## config.mk

```make
export PLATFORM = sky130hd
export DESIGN_NAME = pla_in7_resp_fifo
export DESIGN_NICKNAME = d
export VERILOG_FILES = /design/src/rtl/pla_in7_pkg.sv /design/src/rtl/pla_in7_resp_mem.sv /design/src/rtl/pla_in7_resp_fifo.sv
export SDC_FILE = /design/constraint.sdc
export NUM_CORES = 1
export LEC_CHECK = 0
export CORE_MARGIN = 4
export CORE_UTILIZATION = 57
export CTS_BUF_LIST = sky130_fd_sc_hd__clkbuf_4
export DETAILED_ROUTE_END_ITERATION = 7
export GPL_TIMING_DRIVEN = 1
export PLACE_DENSITY = 0.93
export SYNTH_ARGS = -nofsm -noshare
export SYNTH_HDL_FRONTEND = slang
export SYNTH_SLANG_ARGS = --single-unit
```

## constraint.sdc

```tcl
create_clock -name clk -period 2.7 [get_ports clk]
set_input_delay 0.54 -clock clk [delete_from_list [all_inputs] [get_ports clk]]
set_output_delay 0.54 -clock clk [all_outputs]
set_load 0.05 [all_outputs]
```

## src/rtl/pla_in7_pkg.sv

```systemverilog
// ----------------------------------------------------------------------------
// pla_in7_pkg
//   Shared definitions for the in7 PLA response buffer.
//   - Z_W             : width of the PLA response vector (outputs z0..z9).
//   - pla_in7_entry_t : one queued entry, the response plus its change flag.
//   - level_width()   : bits needed to represent an occupancy of 0..depth.
// ----------------------------------------------------------------------------
package pla_in7_pkg;

    localparam int unsigned Z_W = 10;

    typedef struct packed {
        logic [Z_W-1:0] z;
        logic           chg;
    } pla_in7_entry_t;

    // Occupancy runs 0..depth inclusive, so one more value than there are slots.
    function automatic int unsigned level_width(input int unsigned depth);
        return $clog2(depth + 1);
    endfunction

endpackage

```

## src/rtl/pla_in7_resp_mem.sv

```systemverilog
// ----------------------------------------------------------------------------
// pla_in7_resp_mem
//   DEPTH-entry storage array for the response FIFO.
//   One synchronous write port, one asynchronous read port.
//   Ports:
//     clk      in   write clock, rising edge
//     i_we     in   write enable
//     i_waddr  in   write slot index
//     i_wdata  in   entry to store
//     i_raddr  in   read slot index
//     o_rdata  out  entry at i_raddr (combinational)
// ----------------------------------------------------------------------------
module pla_in7_resp_mem
    import pla_in7_pkg::*;
#(
    parameter int unsigned DEPTH   = 4,
    parameter type         entry_t = pla_in7_entry_t,
    localparam int unsigned IDX_W  = $clog2(DEPTH)
) (
    input  logic             clk,
    input  logic             i_we,
    input  logic [IDX_W-1:0] i_waddr,
    input  entry_t           i_wdata,
    input  logic [IDX_W-1:0] i_raddr,
    output entry_t           o_rdata
);

    // NOTE: the array has no reset; validity is tracked by the pointers in the
    // parent, so clearing the storage would only cost reset fan-out.
    entry_t r_mem [DEPTH];

    always_ff @(posedge clk) begin
        if (i_we) begin
            r_mem[i_waddr] <= i_wdata;
        end
    end

    assign o_rdata = r_mem[i_raddr];

endmodule

```

## src/rtl/pla_in7_resp_fifo.sv

```systemverilog
// ----------------------------------------------------------------------------
// pla_in7_resp_fifo
//   Flow-controlled buffer behind the in7 PLA. Accepts response vectors under
//   valid/ready, tags each with a "differs from previous accepted response"
//   flag, and presents them in order to the consumer.
//   Ports:
//     clk, rst_n   single clock; asynchronous active-low reset
//     in_valid     upstream response valid
//     in_ready     not full (registered state only)
//     in_z         response vector, bit i = PLA output zi
//     out_valid    head entry valid (not empty)
//     out_ready    consumer takes head entry
//     out_z        head entry response (zero while empty)
//     out_chg      head entry change flag (zero while empty)
//     level        current occupancy 0..DEPTH
//     accept_cnt   responses accepted since reset, saturating
// ----------------------------------------------------------------------------
module pla_in7_resp_fifo
    import pla_in7_pkg::*;
#(
    parameter int unsigned DEPTH = 4,
    parameter int unsigned Z_W   = pla_in7_pkg::Z_W,
    parameter int unsigned CNT_W = 16
) (
    input  logic                            clk,
    input  logic                            rst_n,
    input  logic                            in_valid,
    output logic                            in_ready,
    input  logic [Z_W-1:0]                  in_z,
    output logic                            out_valid,
    input  logic                            out_ready,
    output logic [Z_W-1:0]                  out_z,
    output logic                            out_chg,
    output logic [level_width(DEPTH)-1:0]   level,
    output logic [CNT_W-1:0]                accept_cnt
);

    localparam int unsigned IDX_W = $clog2(DEPTH);
    localparam int unsigned PTR_W = IDX_W + 1;
    localparam int unsigned LVL_W = level_width(DEPTH);

    typedef struct packed {
        logic [Z_W-1:0] z;
        logic           chg;
    } entry_t;

    // Pointers carry one wrap bit above the slot index so full and empty
    // are distinguishable when the indices coincide.
    logic [PTR_W-1:0] r_wr_ptr;
    logic [PTR_W-1:0] r_rd_ptr;
    logic [Z_W-1:0]   r_last_z;
    logic             r_first;
    logic [CNT_W-1:0] r_accept_cnt;

    logic   w_empty;
    logic   w_full;
    logic   w_push;
    logic   w_pop;
    entry_t w_wr_entry;
    entry_t w_rd_entry;

    assign w_empty = (r_wr_ptr == r_rd_ptr);
    assign w_full  = (r_wr_ptr[IDX_W-1:0] == r_rd_ptr[IDX_W-1:0]) &&
                     (r_wr_ptr[IDX_W] != r_rd_ptr[IDX_W]);

    assign w_push = in_valid && !w_full;
    assign w_pop  = out_ready && !w_empty;

    // The first response after reset always counts as a change, whatever
    // last_z happens to hold.
    assign w_wr_entry.z   = in_z;
    assign w_wr_entry.chg = r_first || (in_z != r_last_z);

    pla_in7_resp_mem #(
        .DEPTH   (DEPTH),
        .entry_t (entry_t)
    ) u_mem (
        .clk     (clk),
        .i_we    (w_push),
        .i_waddr (r_wr_ptr[IDX_W-1:0]),
        .i_wdata (w_wr_entry),
        .i_raddr (r_rd_ptr[IDX_W-1:0]),
        .o_rdata (w_rd_entry)
    );

    // NOTE: sequential state uses non-blocking assignments so every register
    // samples the pre-edge values regardless of statement order.
    always_ff @(posedge clk or negedge rst_n) begin
        if (!rst_n) begin
            r_wr_ptr     <= '0;
            r_rd_ptr     <= '0;
            r_last_z     <= '0;
            r_first      <= 1'b1;
            r_accept_cnt <= '0;
        end else begin
            if (w_push) begin
                r_wr_ptr <= r_wr_ptr + PTR_W'(1);
                r_last_z <= in_z;
                r_first  <= 1'b0;
                if (r_accept_cnt != {CNT_W{1'b1}}) begin
                    r_accept_cnt <= r_accept_cnt + CNT_W'(1);
                end
            end
            if (w_pop) begin
                r_rd_ptr <= r_rd_ptr + PTR_W'(1);
            end
        end
    end

    // in_ready depends only on registered pointers: a pop while full frees
    // the slot for the following cycle, never the current one.
    assign in_ready  = !w_full;
    assign out_valid = !w_empty;

    // Gate the head entry while empty so the outputs are defined (zero) out
    // of reset even though the storage array is never cleared.
    assign out_z   = w_empty ? '0   : w_rd_entry.z;
    assign out_chg = w_empty ? 1'b0 : w_rd_entry.chg;

    assign level      = LVL_W'(r_wr_ptr - r_rd_ptr);
    assign accept_cnt = r_accept_cnt;

endmodule

```

# [Word-level counts from Yosys, hierarchy flattened]
# Memory sizes are Yosys's and may differ from the RTL's.
# Cells that the tools add are included.
[classes] addsub=4 n_eq_ne=5 n_mux=4 n_reduce_logical=7
[ops] cell="adder 16 x 1 -> 16 bit (second input constant)" count=1
[ops] cell="inequality test 16 bit (second input constant)" count=1
[ops] cell="2-to-1 mux 10 bit" count=1
[ops] cell="inequality test 10 bit" count=1
[ops] cell="adder 3 x 1 -> 3 bit (second input constant)" count=2
[ops] cell="equality test 3 bit" count=1
[ops] cell="logical AND 1 bit" count=3
[ops] cell="2-to-1 mux 1 bit" count=3
[ops] cell="subtractor 3 bit" count=1
[ops] cell="equality test 2 bit" count=1
[ops] cell="zero test 1 bit" count=2
[ops] cell="AND reduction 2 bit" count=1
[ops] cell="logical OR 1 bit" count=1
[ops] cell="inequality test 1 bit" count=1
[word_totals] regBits=33 ram_bits=44 inputBits=14 output_inout_bits=32 word_cells=26 n_memories=1
[memory_table] memory="u_mem.r_mem" words=4 width=11 rd=1 rd_clocked_by_memory_dff=0 wr=1 line="pla_in7_resp_mem.sv:30" rtl="entry_t r_mem [DEPTH];"

# [Longest topological paths before layout]
# Gate-level depths: netlist of run 1.
[depth] depth_word=6 ltp_mapped=9 mapped_depth_nobuf=6

# [By module]
# Synthesis of run 1 repeated with hierarchy kept, for this count alone.
[hier_totals] hier_cells=211 area_unflattened_um2=3400.8
[modules_own_cells] module="pla_in7_resp_fifo" n_inst=1 cells_each=150 area_per_inst_um2=1780.5 seq_area_each_um2=827.0
[modules_own_cells] module="pla_in7_resp_mem" n_inst=1 cells_each=61 area_per_inst_um2=1620.3 seq_area_each_um2=1321.3

# [Worst setup path after synthesis of run 1]
# Ideal clock, no wire load.
[synth_path] kind="register to output" start="register r_rd_ptr[1]" end="output out_z[0]" arrival_time_ns=2.349 required_time_ns=2.160 setup_slack_ns=-0.189 stages_incl_launch_ff=7 path_buffers=2 path_cell_list="dfrtp_1 > clkbuf_1 > inv_1 > ha_1 > nand3_1 > clkbuf_1 > and2_1"
[synth_via] elab_chain_len=2 word_cells_on_any_way=3 classes_between="eq/ne: 1; mux: 1; memory: 1"
[synth_rtl] element="from (decl)" line="pla_in7_resp_fifo.sv:50" rtl="logic [PTR_W-1:0] r_rd_ptr;"
[synth_rtl] element="from (signal assigned)" line="pla_in7_resp_fifo.sv:105" rtl="r_rd_ptr <= r_rd_ptr + PTR_W'(1);"
[synth_rtl] element="memory read (4 x 11 bit) or equality test 3 bit (tied branches)"
[synth_rtl] element="2-to-1 mux 10 bit (*)" line="pla_in7_resp_fifo.sv:117" rtl="assign out_z = w_empty ? '0 : w_rd_entry.z;"
[synth_rtl] element="to (decl)" line="pla_in7_resp_fifo.sv:32" rtl="output logic [Z_W-1:0] out_z,"
# Mark *: on every way between the ends. The rest lies on a longest branch, timed or not.

# [Final worst setup path of run 1]
[layout_path] start="register r_rd_ptr[0]" end="output out_z[0]"
# The elaborated chain is that of the path after synthesis.

==> results of run 1 <==
through the flow:
step                util, %  setup WS (ps)  area (sq um)  hold slack, ps
global placement       70.8            460          4170             477
floorplan                 -           93.1          3450             244
CTS                    74.4           96.2          4380             507
detailed placement     70.8            364          4170             485
finish                 74.5            106          4390             506
global route           74.5           3.05          4390             520
logic make-up (layout without fill, tap and decap cells):
group / after synthesis / after routing / share of synthesized area [%]
buffers and inverters: 11 / 72 / 1.31
multiplexers: 14 / 14 / 8.28
AND/OR/NAND/NOR: 94 / 94 / 15.0
XOR/XNOR: 29 / 29 / 7.92
flip-flops: 77 / 77 / 62.4
adder cells (fa/ha/maj): 9 / 9 / 3.49
AO/OA/AOI/OAI: 7 / 7 / 1.63
registers in the layout, indices dropped and copies added, names as in the netlist:
name,flops
u_mem.r_mem,44
accept_cnt,16
r_last_z,10
r_rd_ptr,3
r_wr_ptr,3
r_first,1
critical path, stage by stage (launching register included):
cell and delay (ps):
dfrtp_1 410, buf_4 300, mux4_2 560, and2_1 200, buf_12 150
routing by layer:
layer	part of all wire, %	track usage (%)	wire [um]	vias to the layer above
met5	0	0	0	-
met4	1.7	9.35	119	0
met3	5.5	4.90	382	10
met2	52	35.5	3630	73
met1	41	26.7	2820	1071
li1	-	-	-	980
area by class of cell:
| type | instances | area, sq um | area share, % |
|---|---|---|---|
| clock buffer | 9 | 67.6 | 1.54 |
| clock inverter | 7 | 138 | 3.14 |
| inverter | 5 | 18.8 | 0.428 |
| multi-input combinational | 153 | 1260 | 28.8 |
| sequential | 77 | 2150 | 49.0 |
| tap | 75 | 93.8 | 2.14 |
| timing repair buffer | 51 | 656 | 15.0 |
worst max-delay path by stage:
stage | endpoint | depth (start not counted)
finish | out_z[0] | 4
global route | in_ready | 5
CTS | out_z[0] | 4
detailed placement | out_z[2] | 5
global placement | u_mem.r_mem[3][8] | 5
floorplan | out_z[0] | 6
what timing repair did:
item | in CTS | in global routing
endpoints found under the setup margin | 11 | 11
pin swaps | 0 | 0
gates resized for setup | 1 | 1
placed cells by master, fill, tap and decap left out, drive strengths merged, types with 2 or more instances in the layout:
cell	netlist	final
inv	5	5
xor2	21	21
and2	16	16
clkinv	0	2
nand2	40	40
and4	2	2
nor3	7	7
a21oi	2	2
bufinv	0	4
mux4	11	11
ha	8	8
nor2	5	5
clkdlybuf4s50	0	29
nand4	5	5
nor4	6	6
mux2	3	3
dfrtp	32	32
nand3	6	6
xnor2	8	8
edfxtp	44	44
o21ai	3	3
clkbuf	3	9
buf	3	22
==> flow_summary.json, run 1 <==
{
  "status": "finished, final reports clean",
  "diodes": 0,
  "async_reset_ff_share_pct": 42.9,
  "clock_latency_ps": 410,
  "fmax_mhz": 386,
  "numCtsBuffers": 9,
  "dpl.cell_count": 361,
  "slew_violations": 0,
  "grt.total_usage_pct": 21.3,
  "r2r-end": "u_mem.r_mem[3][7]",
  "finalCritPeriodShare_pct": 96.1,
  "arrival_ps": 2050,
  "syn-instance-count": 241,
  "antenna_left": 0,
  "startpoint_type": "register",
  "core_area_sq_um": 5890,
  "final_cell_count_no_fill": 377,
  "hold_violations": 0,
  "yosysMostFrequentCell": "edfxtp_1",
  "synth_area_leaders": "edfxtp_1, dfrtp_1, mux4_2",
  "gp_congestion": 0.825,
  "syn_to_final_growth_pct": 27.3,
  "synth_nets": 264,
  "clock-skew-final_ps": 7.67,
  "wire_per_inst_um": 18.4,
  "syn-cell-area_sq_um": 3440,
  "vias_per_cell": 5.66,
  "grt_first_pass_wirelength_mm": 11.7,
  "path_max_fanout": 13,
  "routed_wl_mm": 6.95,
  "timing.setup.tns_ps": 0,
  "rows": 28,
  "ys_types": 40,
  "ys_warn_count": 0,
  "synth_seq_cells": 77,
  "antenna_found_initial": 0,
  "first_pass_iters": 4,
  "dieArea_sq_um": 7350,
  "ys.flop_type": "edfxtp_1",
  "grt_pass1_vias": 2291,
  "finalSetupViolations": 0,
  "initial_core_util_pct": 58.5,
  "avgSynthCellArea_sq_um": 14.3,
  "die_h_um": 85.7,
  "cap_violations": 0,
  "endpoint_kind": "output pin",
  "route.vias.total": 2134,
  "worst_pin_slew_ps": 620,
  "die_x_um": 85.7,
  "rsz0062_at_grt": "no",
  "cp.required_ps": 2160,
  "period_minus_slack_ps": 2590,
  "io_pins": 46,
  "seq_area_frac_synth_pct": 62.4,
  "rr_startpoint": "r_wr_ptr[0]",
  "cts_sinks": 77,
  "cts_buffer_depth": 2,
  "io_buffer_count": 45,
  "fin_nets": 320,
  "htreeDepth": 3,
  "cts_tree": "yes",
  "drive_above_1_share_pct": 20.9,
  "grt.overflow.total": 0,
  "cts_root_buf": "clkbuf_4",
  "drc": 0,
  "rr_worst_depth": 7,
  "synth_edf_count": 44,
  "path_class": "register to output pin",
  "yosysTopAreaCell": "edfxtp_1",
  "netlist.area_leader.share_pct": 38.4,
  "synth_common_cells": "edfxtp_1, nand2_1, dfrtp_1",
  "fillCellCount": 353,
  "post_cts_buffers": 0,
  "drt_iter0_markers": 141,
  "path_clk_slew_ps": 120,
  "worst_setup_path_startpoint": "r_rd_ptr[0]",
  "relSlewSlack_pct": 58.7,
  "reg2reg_slack_ps": 420,
  "cts_hold_buffers": 0,
  "min_path_type": "primary input to asynchronous set/reset pin",
  "dp_hpwl_mm": 4.80,
  "grt_max_degree": 34
}
Power of run 1 is not shown: default switching activity piles up to over one toggle a cycle in this logic, so the estimate is an artifact.
==> run 2: changes to the inputs <==
- ABC_AREA: unset -> 1
- CORE_UTILIZATION: 57 -> 62
- PLACE_DENSITY: 0.93 -> 0.95
- RECOVER_POWER: unset -> 25
- clock period: 2.7 -> 3.1 ns (I/O delays scaled with it)
==> run 2 against run 1 <==
  * The flow now finishes with violations (capacitance limit, slew limit)
  * Clock skew increased by 14 ps
  * Cell count increased by 42%
  * Sequential share of layout area decreased by 0.26 points
  * Clock-buffer cell count increased by 1
  * Worst hold slack got worse by 56 ps
  * Register-to-register slack improved by 480 ps
  * Critical path type unchanged
  * Highest routed layer unchanged
==> flow_summary.json, run 2 <==
{
  "status": "finished with violations",
  "violations": "capacitance limit, slew limit",
  "hold_depth": 2,
  "antenna_left": 0,
  "hold_violations": 0,
  "min_path_type": "register to register",
  "grt.overflow.total": 0,
  "path_class": "register to output pin",
  "p_per_area_nw_per_um2": 1090,
  "fillCellCount": 418,
  "syn_to_final_growth_pct": 16.7,
  "final_cell_mix": "nand2_1, nor2_1, edfxtp_1, inv_1, o21ai_0",
  "gp_congestion": 0.829,
  "rr_worst_depth": 8,
  "ys_types": 30,
  "io_pins": 46,
  "power_mw": 4.83,
  "cts_tree": "yes",
  "grt_first_pass_wirelength_mm": 13.5,
  "syn-cell-area_sq_um": 3780,
  "synth_common_cells": "nand2_1, nor2_1, edfxtp_1",
  "synth_edf_count": 44,
  "vdd_ir_drop_max_mv": 0.916,
  "vias_per_cell": 5.35,
  "synth_area_leaders": "edfxtp_1, dfrtp_1, nand2_1",
  "diodes": 0,
  "cts_buffer_depth": 2,
  "avgSynthCellArea_sq_um": 9.33,
  "die_h_um": 86.1,
  "first_pass_iters": 4,
  "slew_violations": 34,
  "finalCritPeriodShare_pct": 93.3,
  "ys_warn_count": 0,
  "netlist.area_leader.share_pct": 35.0,
  "path_max_fanout": 13,
  "dpl.cell_count": 521,
  "largest_reg_flops": 44,
  "grt.total_usage_pct": 23.6,
  "async_reset_ff_share_pct": 42.9,
  "clock-skew-final_ps": 21.9,
  "endpoint_kind": "output pin",
  "worst_pin_slew_ps": 1830,
  "core_area_sq_um": 5920,
  "rows": 28,
  "die_x_um": 86.1,
  "routed_wl_mm": 8.04,
  "leakagePower_nw": 1.84,
  "path_clk_slew_ps": 130,
  "synth_nets": 428,
  "clock_latency_ps": 430,
  "busiest_layer": "met2",
  "use_met1_pct": 29.7,
  "htreeDepth": 3,
  "wire_per_inst_um": 15.0,
  "drc": 0,
  "final_cell_count_no_fill": 537,
  "period_minus_slack_ps": 2890,
  "io_buffer_count": 45,
  "yosysTopAreaCell": "edfxtp_1",
  "drt_iter0_markers": 186,
  "rsz0062_at_grt": "no",
  "finalSetupViolations": 0,
  "relSlewSlack_pct": -21.9,
  "final_common_cell": "nand2_1",
  "antenna_found_initial": 0,
  "grt_max_degree": 34,
  "seq_area_frac_synth_pct": 56.9,
  "syn-instance-count": 405,
  "numCtsBuffers": 9,
  "met2_usage_pct": 40.0,
  "max_flop_register": "u_mem.r_mem",
  "startpoint_type": "register",
  "grt_pass1_vias": 2893,
  "drive_above_1_share_pct": 13.4,
  "cts_root_buf": "clkbuf_4",
  "initial_core_util_pct": 63.8,
  "yosysMostFrequentCell": "nand2_1",
  "ys.flop_type": "edfxtp_1",
  "arrival_ps": 2270,
  "cts_sinks": 77,
  "dp_hpwl_mm": 5.47,
  "cap_violations": 1,
  "route.vias.total": 2874,
  "use_met3_pct": 6.05,
  "synth_seq_cells": 77,
  "timing.setup.tns_ps": 0,
  "fin_nets": 480,
  "cp.required_ps": 2480,
  "dieArea_sq_um": 7410,
  "fmax_mhz": 346,
  "post-route-util_pct": 74.5
}
-- run 2: cell type report --
| type | instances | area [sq um] | share of cell area, % |
|---|---|---|---|
| well taps | 75 | 93.8 | 2.13 |
| flip-flops and latches | 77 | 2150 | 48.7 |
| inverters | 40 | 155 | 3.52 |
| repair buffers | 52 | 462 | 10.5 |
| clock inverters | 6 | 63.8 | 1.45 |
| multi-input cells | 277 | 1410 | 32.0 |
| clock buffers | 10 | 75.1 | 1.70 |
-- run 2: worst max-delay path, cell delays in order (launching register included) --
cell	delay, ps
dfrtp_1	380
inv_1	200
ha_1	350
nand2_1	80
nor2_2	480
a21oi_1	130
buf_4	230
-- run 2: kinds of logic (layout without fill, tap and decap cells) --
group	count (synthesis)	count (layout)	share of synthesized area, %
and+or+nand+nor	203	203	23.6
xor gates and xnor gates	13	13	3.01
AOI/OAI and AO/OA	52	52	7.52
adders and majority gates	9	9	3.18
DFF	77	77	56.9
buffers and inverters	51	108	5.86
-- run 2: path summary, 6_finish.rpt --
path                       slack [ps]                end   startpoint
min reg2reg                       450            r_first      r_first
max in group asynchronous         830        r_last_z[5]        rst_n
max                               210           out_z[8]  r_rd_ptr[1]
min in group asynchronous        1210        r_rd_ptr[0]        rst_n
max reg2reg                       900  u_mem.r_mem[1][5]  r_rd_ptr[1]
min                               450            r_first      r_first
-- run 2: stage by stage --
step	setup slack (ps)	hold WS, ps	area, sq um
global route	22.8	467	4410
floorplan	341	324	3780
global placement	636	430	4270
CTS	165	452	4410
finish	207	450	4410
detailed placement	492	434	4270
-- run 2: what timing repair did --
action	in CTS	in global routing
hold endpoints to repair	0	0
resized for setup	1	0
setup endpoints to repair	12	0
hold buffers	0	0
buffers inserted	0	0
-- run 2: layer usage --
layer	vias to the layer above	part of all wire, %
li1	1413	-
met1	1351	40
met2	100	52
met3	10	5.9
met4	0	1.4
met5	-	0
-- run 2: power by group --
group	internal, mW	total, mW	leakage, nW	switching (mW)
Combinational	0.780	2.69	0.946	1.91
Sequential	1.36	1.53	0.817	0.166
Clock	0.253	0.609	0.0724	0.356
Total	2.40	4.83	1.84	2.43
Power figures use the tool's default switching activity.
==> run 3: changes to the inputs <==
- CORE_ASPECT_RATIO: unset -> 0.75
==> run 3 against run 2 <==
  * Sequential power hardly changed
  * Register-to-register slack lost 110 ps
  * Clock power fell by 16%
  * Combinational power hardly changed
  * Maximum frequency up 1.4%
  * Die area rose by 0.18%
  * Critical path type unchanged
  * The run still ends with capacitance limit, slew limit left
  * Largest cell class unchanged
  * Highest routed layer unchanged
==> flow_summary.json, run 3 (synthesized netlist as in run 2, its figures left out) <==
{
  "status": "finished with violations",
  "violations": "capacitance limit, slew limit",
  "io_pins": 46,
  "leakagePower_nw": 1.83,
  "period_minus_slack_ps": 2850,
  "die_x_um": 98.1,
  "dpl_cell_area_sq_um": 4280,
  "grt_pass1_vias": 2823,
  "fmax_mhz": 351,
  "slew_violations": 34,
  "finalCritPeriodShare_pct": 92.0,
  "core_area_sq_um": 5860,
  "rr_startpoint": "r_rd_ptr[1]",
  "dieArea_sq_um": 7420,
  "drive_above_1_share_pct": 13.4,
  "path_class": "register to output pin",
  "antenna_found_initial": 0,
  "max_flop_register": "u_mem.r_mem",
  "arrival_ps": 2230,
  "fin_area_sq_um": 4390,
  "worst_setup_path_startpoint": "r_rd_ptr[1]",
  "worst_pin_slew_ps": 1790,
  "io_buffer_count": 45,
  "grt.overflow.total": 0,
  "cts_hold_buffers": 0,
  "post_cts_buffers": 0,
  "path_clk_slew_ps": 110,
  "initial_core_util_pct": 64.5,
  "path_max_fanout": 13,
  "grt.total_usage_pct": 23.6,
  "first_pass_iters": 5,
  "startpoint_type": "register",
  "endpoint_kind": "output pin",
  "die_h_um": 75.6,
  "final_cell_mix": "nand2_1, nor2_1, edfxtp_1, inv_1, o21ai_0",
  "min_from": "r_first",
  "rr_worst_depth": 8,
  "rows": 24,
  "min_path_type": "register to register",
  "fillCellCount": 364,
  "fin_nets": 480,
  "routed_wl_mm": 8.49,
  "p_per_area_nw_per_um2": 1090,
  "cp.required_ps": 2480,
  "rsz0062_at_grt": "no",
  "syn_to_final_growth_pct": 16.2,
  "htreeDepth": 3,
  "clock_latency_ps": 420,
  "ctsResizeCount": 1,
  "drc": 0,
  "diodes": 0,
  "grt_first_pass_wirelength_mm": 13.6,
  "cts_root_buf": "clkbuf_4",
  "vdd_ir_drop_max_mv": 0.452,
  "cts_sinks": 77,
  "drt_iter0_markers": 304,
  "timing.setup.tns_ps": 0,
  "r2r-end": "u_mem.r_mem[3][4]",
  "wire_per_inst_um": 15.7,
  "grt_max_degree": 34,
  "hold_violations": 0,
  "route.vias.total": 2974,
  "post-route-util_pct": 75.0,
  "vias_per_cell": 5.51,
  "gp_congestion": 0.883,
  "finalSetupViolations": 0,
  "dp_hpwl_mm": 5.95,
  "clock-skew-final_ps": 11.5,
  "cts_buffer_depth": 2,
  "cap_violations": 1,
  "cts_tree": "yes",
  "reg2reg_slack_ps": 790,
  "numCtsBuffers": 9,
  "antenna_left": 0,
  "critPathCapture": "out_valid",
  "final_common_cell": "nand2_1",
  "largest_reg_flops": 44,
  "relSlewSlack_pct": -19.6
}
## run 3: cell type report
| type | count | area, sq um | area share, % |
|---|---|---|---|
| sequential | 77 | 2150 | 48.9 |
| multi-input combinational | 277 | 1410 | 32.2 |
| timing repair buffer | 52 | 462 | 10.5 |
| inverter | 40 | 155 | 3.53 |
| tap | 78 | 97.6 | 2.22 |
| clock buffer | 10 | 75.1 | 1.71 |
| clock inverter | 6 | 40.0 | 0.912 |
## run 3: worst max-delay path: stages, from the launching register on
cell and delay, ps:
dfrtp_1 370, inv_1 220, ha_1 370, nand2_1 90, nor2_2 460, inv_1 110
buf_4 210
## run 3: report_power, final
group | switching (mW) | internal [mW]
combinational | 1.94 | 0.781
clock | 0.341 | 0.172
sequential | 0.180 | 1.36
total | 2.46 | 2.32
## run 3: through the flow
stage | cells | worst slack (ps) | power, mW | hold WS [ps]
global placement | 524 | 627 | 4.12 | 432
floorplan | 405 | 341 | 3.46 | 324
global route | 540 | 113 | 5.04 | 482
finish | 540 | 247 | 4.77 | 461
detailed placement | 524 | 460 | 4.26 | 445
CTS | 540 | 231 | 4.78 | 460
## run 3: worst min path at each step
stage / endpoint / cells after the start / slack (ps)
after floorplan: accept_cnt[0] / 0 / 320
after global placement: r_first / 2 / 430
after detailed placement: r_first / 2 / 450
after CTS: r_first / 2 / 460
after global routing: r_first / 2 / 480
final: r_first / 2 / 460
## run 3: metal layers
metal  vias up  wire, um  GRT usage [%]
li1       1409         -              -
met1      1382      3430           28.6
met2       146      4160           41.6
met3        37       625           5.86
met4         0       275           10.3
met5         -         0              0
